**src/rtl/conv_frame_encoder.sv**
```systemverilog
// Rate-1/2, K=3 convolutional frame encoder feeding the Viterbi decoder.
// Buffers up to MAX_BITS bits, then streams {G0,G1} parity symbols with optional tail and error injection.
module conv_frame_encoder #(
    parameter int         MAX_BITS = 32,
    parameter logic [2:0] G0       = 3'b111,
    parameter logic [2:0] G1       = 3'b101,
    parameter bit         TAIL_EN  = 1'b1
) (
    input  logic       clk,
    input  logic       rst,
    input  logic       in_valid,
    input  logic       in_bit,
    output logic       in_ready,
    input  logic       start,
    input  logic       err_en,
    input  logic [5:0] err_idx,
    input  logic [1:0] err_mask,
    output logic       sym_valid,
    output logic [1:0] sym_data,
    input  logic       sym_ready,
    output logic [5:0] bit_count,
    output logic       busy,
    output logic       frame_done
);

    localparam int         AW      = (MAX_BITS > 1) ? $clog2(MAX_BITS) : 1;
    localparam logic [5:0] MAX_CNT = 6'(MAX_BITS);

    // Handshakes: a bit transfers on in_valid && in_ready, a symbol on
    // sym_valid && sym_ready; valid never depends on ready on either side.
    typedef enum logic [1:0] {
        LOAD   = 2'd0,
        ENCODE = 2'd1,
        TAIL   = 2'd2,
        DONE   = 2'd3
    } state_t;

    state_t              state;
    state_t              state_next;
    logic [MAX_BITS-1:0] frame_buf;
    logic [5:0]          count;
    logic [5:0]          idx;
    logic [1:0]          enc_state;
    logic                err_en_q;
    logic [5:0]          err_idx_q;
    logic [1:0]          err_mask_q;

    logic       start_go;
    logic       cur_bit;
    logic [2:0] reg_r;
    logic [1:0] sym_raw;

    assign start_go  = (state == LOAD) && start && (count != 6'd0);
    assign bit_count = count;

    always_comb begin
        state_next = state;
        in_ready   = 1'b0;
        sym_valid  = 1'b0;
        busy       = 1'b0;
        frame_done = 1'b0;
        cur_bit    = 1'b0;
        case (state)
            LOAD: begin
                // start takes priority: a bit offered alongside start is refused
                in_ready = (count < MAX_CNT) && !start_go;
                if (start_go) state_next = ENCODE;
            end
            ENCODE: begin
                sym_valid = 1'b1;
                busy      = 1'b1;
                cur_bit   = frame_buf[idx[AW-1:0]];
                if (sym_ready && (idx == count - 6'd1))
                    state_next = TAIL_EN ? TAIL : DONE;
            end
            TAIL: begin
                sym_valid = 1'b1;
                busy      = 1'b1;
                if (sym_ready && (idx == count + 6'd1)) state_next = DONE;
            end
            DONE: begin
                frame_done = 1'b1;
                state_next = LOAD;
            end
            default: state_next = LOAD;
        endcase
    end

    // Symbols come only from registered state, so they hold steady under backpressure.
    always_comb begin
        reg_r   = {enc_state, cur_bit};
        sym_raw = {^(reg_r & G0), ^(reg_r & G1)};
        if (!sym_valid)
            sym_data = 2'b00;
        else if (err_en_q && (idx == err_idx_q))
            sym_data = sym_raw ^ err_mask_q;
        else
            sym_data = sym_raw;
    end

    always_ff @(posedge clk) begin
        if (rst) begin
            state      <= LOAD;
            count      <= 6'd0;
            idx        <= 6'd0;
            enc_state  <= 2'b00;
            err_en_q   <= 1'b0;
            err_idx_q  <= 6'd0;
            err_mask_q <= 2'b00;
        end else begin
            state <= state_next;
            case (state)
                LOAD: begin
                    if (start_go) begin
                        idx        <= 6'd0;
                        enc_state  <= 2'b00;
                        err_en_q   <= err_en;
                        err_idx_q  <= err_idx;
                        err_mask_q <= err_mask;
                    end else if (in_valid && in_ready) begin
                        frame_buf[count[AW-1:0]] <= in_bit;
                        count                    <= count + 6'd1;
                    end
                end
                ENCODE, TAIL: begin
                    if (sym_valid && sym_ready) begin
                        enc_state <= {enc_state[0], cur_bit};
                        idx       <= idx + 6'd1;
                    end
                end
                DONE: count <= 6'd0;
                default: ;
            endcase
        end
    end

endmodule

```
**config.mk**
```make
export PLATFORM = sky130hd
export DESIGN_NAME = conv_frame_encoder
export DESIGN_NICKNAME = d
export VERILOG_FILES = /design/src/rtl/conv_frame_encoder.sv
export SDC_FILE = /design/constraint.sdc
export NUM_CORES = 1
export LEC_CHECK = 0
export CAP_MARGIN = 20
export CORE_MARGIN = 10
export CORE_UTILIZATION = 50
export DETAILED_ROUTE_END_ITERATION = 8
export PLACE_DENSITY = 0.83
export SYNTH_ARGS = -nofsm -noshare
export SYNTH_HDL_FRONTEND = slang
export SYNTH_SLANG_ARGS = --single-unit
```
**constraint.sdc**
```tcl
create_clock -name clk -period 2.74 [get_ports clk]
set_input_delay 0.274 -clock clk [delete_from_list [all_inputs] [get_ports clk]]
set_output_delay 0.274 -clock clk [all_outputs]
set_load 0.01 [all_outputs]
```
==> summary.md, run 1 <==
| Metric | Value |
|---|---|
| Status | `finished clean` |
| Final Cell Area | `0.00364 mm²` |
| Layout cells sized above 1 | `14.2%` |
| Drt wl/cell | `16.5 µm` |
| Ys async rst share | `0%` |
| Slew margin rel. | `37.3%` |
| Initial DRT Pass Iterations | `4` |
| TritonCTS Buffers | `9` |
| Synth area leader | `edfxtp_1` |
| Remaining DRCs | `0` |
| Worst setup EP type | `output port` |
| Data required, critical path | `2.47 ns` |
| Layout Skew | `between 0.009 and 0.01 ns` |
| Crit-path leading delay family | `simple AND/OR/NAND/NOR gates` |
| Unrepaired setup endpoints after global routing | `no` |
| N_diodes | `0` |
| Seq cells post-synth | `57` |
| Final period util | `between 90% and 100%` |
| Min-Delay Path Class | `flip-flop to flip-flop` |
| Vias | `approximately 2.3k` |
| Worst setup path start | `bit_count[0]` |
| R2R depth | `7` |
| CTS tree | `done` |
| Slowest cell delay on critical path | `0.54 ns` |
| Chip Width | `99.0 µm` |
| Via/cell ratio | `about 5.6` |
| Most used DFF post-synth | `edfxtp_1` |
| Leakage power | `between 1 and 1.5 nW` |
| WP buf/inv | `2` |
| EDFF count, synth | `32` |
| Row count | `28` |
| Placed cell areas | `approximately 0.0035 mm²` |
| Number of H-tree levels | `3` |
| Area grow syn2layout | `16.7%` |
| Final weighted congestion in routability-driven placement | `0.806` |
| Global route overflow | `0` |
| I/O pin count | `27` |
| Levels on crit path | `6` |
| Final number of max-transition violations | `0` |
| Period minus WS final | `2.65 ns` |
| Reg2reg setup slack | `0.37 ns` |
| IO Port Bufs | `26` |
| Hold Vio Cnt, Final | `0` |
| Initial drt markers | `approximately 120` |
| Slowest stage cell, crit path | `clkdlybuf4s50_1` |
| Gr usage total | `14.1%` |
| Worst-Skew Late Latency | `0.34 ns` |
| RR Endpoint | `frame_buf[4]` |
| Nature of the critical path startpoint | `flip-flop` |
| RR Startpoint | `bit_count[0]` |
| CP cell instances | `inv_1, ha_1, or4b_4, o211ai_4, and3b_1, clkdlybuf4s50_1` |
| Least-Margin Pin Slew | `0.938 ns` |
| Maximum VDD drop | `roughly 0.5 mV` |
| Tot Pwr | `0.00250 W` |
| Sequential share of the synthesized area | `approximately 47%` |
| Post-route ant nets | `0` |
| Final setup violation count | `0` |
| Worst-path clk slew | `approximately 0.070 ns` |
| Die span in y | `a little under 100 µm` |
| Root buf cell | `clkbuf_8` |
| Largest net degree at the start of global routing | `33` |
| First-pass GRT wire length | `~11000 µm` |
| Ranking of synthesized cells by area | `edfxtp_1 31%, dfxtp_1 16%, nor2_1 7.6%, mux2i_1 6.1%, ha_1 4.4%` |
| Initial antenna violation count | `0` |
| Clock Sinks | `57` |
| CTS Buffer Depth | `2` |
| Synth Area per Inst | `10.6 µm²` |
| Post-Syn Area | `0.00312 mm²` |
| Hold_ws | `0.508 ns` |
| Power per standard cell area | `687 mW/mm²` |
| Core area | `roughly 0.0060 mm²` |
| DP Wirelength | `4940 µm` |
| Post-Syn Instances | `294` |
| CP arrival | `2.37 ns` |
| Number of global-route vias before repair | `2333` |
| Worst setup endpoint | `in_ready` |
| Critical path fanouts, max | `4` |
| Highest clock rate | `0.378 GHz` |
| Max Cap Viol | `0` |
| Syn nets | `320` |
| Final nets | `351` |
| DIE AREA | `0.00979 mm²` |
| Post-synth top area share | `a little under a third` |
| Detailed Route WL | `6690 µm` |
| Post-CTS setup buffer count | `0` |
| Netlist cell types | `52` |
| Critical setup path kind | `flip-flop to output port` |
| Initial Util | `52.0%` |
| Synth warnings | `0` |
==> logic make-up (layout without fill, tap and decap cells) <==
group                    Yosys count  after routing  synth area share (%)
XOR/XNOR                          23             23                  7.63
AO/OA/AOI/OAI                     32             32                  8.11
AND/OR/NAND/NOR                  119            119                  17.7
multiplexers                      25             25                  10.7
flip-flops                        57             57                  46.9
adder cells (fa/ha/maj)           11             11                  4.42
buffers and inverters             27             63                  4.54
==> through the flow <==
| stage | instances | utilization [%] | worst slack, ns | setup TNS, ns |
|---|---|---|---|---|
| 2_1_floorplan | 294 | - | 0.452 | 0 |
| 3_3_place_gp | 389 | 57.6 | 0.0346 | 0 |
| 3_5_place_dp | 389 | 57.6 | -0.0185 | -0.0185 |
| 4_1_cts | 405 | 60.8 | 0.00669 | 0 |
| 5_1_grt | 405 | 60.7 | 0.00581 | 0 |
| 6_report | 405 | 60.7 | 0.0922 | 0 |
==> final cells by class <==
class                           count  area (µm²)
Sequential cell                    57        1470
Inverter                            9        33.8
Clock inverter                      3        15.0
Multi-Input combinational cell    210        1520
Fill cell                         476        2350
Clock buffer                       13         169
Timing Repair Buffer               38         340
Tap cell                           75        93.8
==> cells in the mapped netlist (all sizes together), types with 2 or more instances <==
library cell	count
nor2	65
edfxtp	32
dfxtp	25
mux2i	19
nand2	16
xnor2	12
buf	11
ha	11
inv	9
xor2	9
clkbuf	7
nand3	7
o21ai	7
a22oi	6
mux4	6
nor3	6
a21oi	5
nand3b	4
nand4	4
and2	3
and3b	2
nand2b	2
nor2b	2
o211ai	2
or3b	2
==> repair_timing <==
action                     CTS  global route
pin swaps                    0             0
hold buffers                 0             0
setup endpoints to repair    2             3
resized for setup            6             5
==> state kept, by name (all words and copies together) (netlist names) <==
| signal | cells |
|---|---|
| bit_count | 6 |
| frame_buf | 32 |
| err_idx_q | 6 |
| idx | 6 |
| state | 2 |
| enc_state | 2 |
| err_en_q | 1 |
| err_mask_q | 2 |
==> tightest hold or removal path, cell delays in order (launching register included) <==
cell and delay, ns:
dfxtp_1 0.33, mux2i_1 0.07, nor2_1 0.08
==> how the worst min path moves through the flow <==
stage                        startpoint             to  slack, ns  cells after the start
final                     err_mask_q[0]  err_mask_q[0]       0.51                      2
after CTS                 err_mask_q[1]  err_mask_q[1]       0.50                      2
after global placement    err_mask_q[0]  err_mask_q[0]       0.48                      2
after global routing         err_idx[4]   err_idx_q[4]       0.56                      3
after detailed placement  err_mask_q[1]  err_mask_q[1]       0.49                      2
after floorplan                  in_bit   frame_buf[0]       0.37                      0
==> where the power goes <==
| group | internal (W) | leakage, nW | switching [W] |
|---|---|---|---|
| logic | 0.000363 | 0.739 | 0.000435 |
| registers | 0.000948 | 0.492 | 0.0000335 |
| clock network | 0.000397 | 0.0992 | 0.000324 |
==> placed cells by master, fill, tap and decap left out, drive strengths merged, types with 2 or more instances in the layout <==
cell type / count
ha: 11
o211ai: 2
and3b: 2
dfxtp: 25
xnor2: 12
nand4: 4
clkdlybuf4s50: 24
or3b: 2
edfxtp: 32
buf: 12
nand2b: 2
nor3: 6
nand2: 16
nor2: 65
a22oi: 6
and2: 3
clkinv: 3
a21oi: 5
inv: 9
clkbuf: 15
mux2i: 19
xor2: 9
o21ai: 7
nand3b: 4
nand3: 7
mux4: 6
nor2b: 2
==> layer usage <==
metal,routed length (µm),vias up,GRT usage (%)
met1,2750,1109,17.0
met2,3310,68,22.8
met3,506,13,4.05
met4,124,0,6.39
met5,0,-,0
li1,-,1098,-
No activity file was read; power rests on OpenSTA's default activity.
==> run 2, diff against run 1 <==
- CORE_MARGIN: 10 -> default
==> summary.md, run 2 (synthesis gave the netlist of run 1 again) <==
| Metric | Value |
|---|---|
| Highest clock rate | `0.384 GHz (+1.5%)` |
| Period minus WS final | `2.61 ns (-0.0403 ns)` |
| Vias | `2278 (-0.44%)` |
| Final period util | `95.2% (-1.5 points)` |
| Initial DRT Pass Iterations | `4 (unchanged)` |
| Critical path fanouts, max | `5 (+1)` |
| Worst-path clk slew | `0.06 ns (about the same)` |
| GR Util met1 | `26.7% (+9.7 points)` |
| Remaining DRCs | `0 (unchanged)` |
| TritonCTS Buffers | `9 (unchanged)` |
| CP arrival | `2.33 ns (-0.04 ns)` |
| Number of global-route vias before repair | `2256 (-3.3%)` |
| Worst-Skew Late Latency | `0.34 ns (about the same)` |
| Tot Pwr | `0.00261 W (+4.3%)` |
| Cts hold-fix bufs | `0 (unchanged)` |
| Hold Crit Start | `err_mask_q[0]` |
| Slew margin rel. | `37.3% (about the same)` |
| GRT Max-Usage Layer | `met2` |
| Final setup violation count | `0 (unchanged)` |
| RR Startpoint | `bit_count[0]` |
| DP Wirelength | `4610 µm (-6.7%)` |
| Die span in y | `81.0 µm (-18%)` |
| Area grow syn2layout | `17.2%` |
| Hold path endpoint | `err_mask_q[0]` |
| Detailed Route WL | `6520 µm (-2.6%)` |
| Post-CTS setup buffer count | `0 (unchanged)` |
| Layout Skew | `0.00565 ns (-0.00429 ns)` |
| Chip Width | `81.0 µm (-18%)` |
| Least-Margin Pin Slew | `0.938 ns (-0.000143 ns)` |
| Data required, critical path | `2.47 ns (about the same)` |
| Status | `finished clean` |
| Max Cap Viol | `0 (unchanged)` |
| Drt wl/cell | `16.2 µm (-2.1%)` |
| Number of H-tree levels | `3 (unchanged)` |
| Slowest cell delay on critical path | `0.50 ns (-0.04 ns)` |
| Layout cells sized above 1 | `13.7% (-0.52 points)` |
| Post-route ant nets | `0 (unchanged)` |
| Placed cell areas | `0.00344 mm² (-0.43%)` |
| Nature of the critical path startpoint | `flip-flop` |
| Slowest stage cell, crit path | `mux4_2` |
| IO Port Bufs | `26 (unchanged)` |
| Root buf cell | `clkbuf_8` |
| Storage cell area | `0.00147 mm² (unchanged)` |
| Initial antenna violation count | `0 (unchanged)` |
| Clock Sinks | `57 (unchanged)` |
| Power per standard cell area | `714 mW/mm² (+3.9%)` |
| Max reg flops | `32 (unchanged)` |
| Post-CTS sizing | `7 (+1)` |
| Worst Hold Depth | `2 (unchanged)` |
| Global routing usage on met3 | `4.38% (+0.33 points)` |
| CTS Buffer Depth | `2 (unchanged)` |
| Reg2reg setup slack | `0.46 ns (+0.09 ns)` |
| Leading cell types in the layout, fill and taps excluded | `63 x nor2_1, 32 x edfxtp_1, 24 x clkdlybuf4s50_1` |
| CP most frequent cell | `nor2_1` |
| Final number of max-transition violations | `0 (unchanged)` |
| N_diodes | `0 (unchanged)` |
| RR Endpoint | `frame_buf[7]` |
| Final nets | `349 (-0.57%)` |
| CP cell instances | `mux4_2, mux2i_1, nor2_1, o2111a_2, xor3_1, nor2_1, clkbuf_2` |
| Crit-path leading delay family | `multiplexers` |
| First-pass GRT wire length | `10600 µm (-5.4%)` |
| Core area | `0.00596 mm² (-0.58%)` |
| Row count | `28 (unchanged)` |
| Global route overflow | `0 (unchanged)` |
| Gr usage total | `22.3% (+8.2 points)` |
| Met2 GRT Util | `36.7% (+14 points)` |
| I/O pin count | `27 (unchanged)` |
| Initial Util | `52.3% (+0.31 points)` |
| Worst setup EP type | `output port` |
| Area of the multi-input gates | `0.00152 mm² (unchanged)` |
| Min-Delay Path Class | `flip-flop to flip-flop` |
| Leakage power | `1.33 nW (about the same)` |
| Largest net degree at the start of global routing | `33 (unchanged)` |
| Initial drt markers | `155 (+25%)` |
| Hold Vio Cnt, Final | `0 (unchanged)` |
| R2R depth | `7 (unchanged)` |
| Fillers | `466 (-2.1%)` |
| DIE AREA | `0.00655 mm² (-33%)` |
| Most common cell after layout, fill and taps aside | `nor2_1` |
| Maximum VDD drop | `0.544 mV (+8.7%)` |
| Via/cell ratio | `5.65 (about the same)` |
| WP buf/inv | `1 (-1)` |
| CTS tree | `done` |
| Final Cell Area | `0.00365 mm² (+0.41%)` |
| Unrepaired setup endpoints after global routing | `no` |
| Final weighted congestion in routability-driven placement | `0.803 (-0.40%)` |
| Critical setup path kind | `flip-flop to output port` |
[run 2: cell count changes in the layout (fill, tap and decap cells not counted), sizes merged]
| cell | delta |
|---|---|
| dlygate4sd2 | +1 |
| clkinv | +1 |
| clkbuf | -4 |
| buf | -2 |
| bufinv | +2 |
[run 2: where the power goes]
| part | internal (W) | switching, W |
|---|---|---|
| Combinational | 0.000357 | 0.000423 |
| Clock | 0.000507 | 0.000339 |
| Sequential | 0.000947 | 0.0000350 |
| Total | 0.00181 | 0.000797 |
[run 2: worst max path at each step]
stage	startpoint	endpoint	slack [ns]	cells after the start
6_report	idx[1]	sym_data[1]	0.13	7
4_1_cts	idx[1]	sym_data[1]	0.0003	7
3_5_place_dp	idx[1]	sym_data[1]	-0.03	7
5_1_grt	idx[1]	sym_data[1]	0.02	7
2_1_floorplan	bit_count[0]	frame_buf[11]	0.45	8
3_3_place_gp	idx[1]	sym_data[1]	0.03	7
[run 2: layout make-up]
class / count / share of cell area (%)
multi-input cells: 210 / 41.6
flip-flops and latches: 57 / 40.2
repair buffers: 36 / 9.01
clock buffers: 10 / 3.49
well taps: 75 / 2.57
clock inverters: 6 / 2.26
inverters: 9 / 0.925
[run 2: routing by layer]
metal,vias up,part of all wire [%]
met5,-,0
met4,0,3.1
met3,15,5.3
met2,82,49
met1,1079,42
li1,1102,-
[run 2: tightest hold or removal path: cells and delay by family (launching register included)]
family | cells | cell delay [ns]
AND/OR/NAND/NOR | 1 | 0.07
multiplexers | 1 | 0.07
flip-flops | 1 | 0.32
[run 2: stage by stage]
stage / setup TNS (ns) / utilization (%) / setup WS, ns / hold WS, ns / std cells
2_1_floorplan: 0 / - / 0.452 / 0.373 / 294
6_report: 0 / 61.3 / 0.133 / 0.498 / 403
4_1_cts: 0 / 61.3 / 0.000292 / 0.503 / 403
5_1_grt: 0 / 61.3 / 0.0157 / 0.550 / 403
3_5_place_dp: -0.0328 / 57.7 / -0.0328 / 0.487 / 387
3_3_place_gp: 0 / 57.7 / 0.0280 / 0.479 / 387
==> run 3, diff against run 2 <==
- SLEW_MARGIN: default -> 20
==> results of run 3 <==
The final DEF is identical to that of run 2; final timing and power are the same.
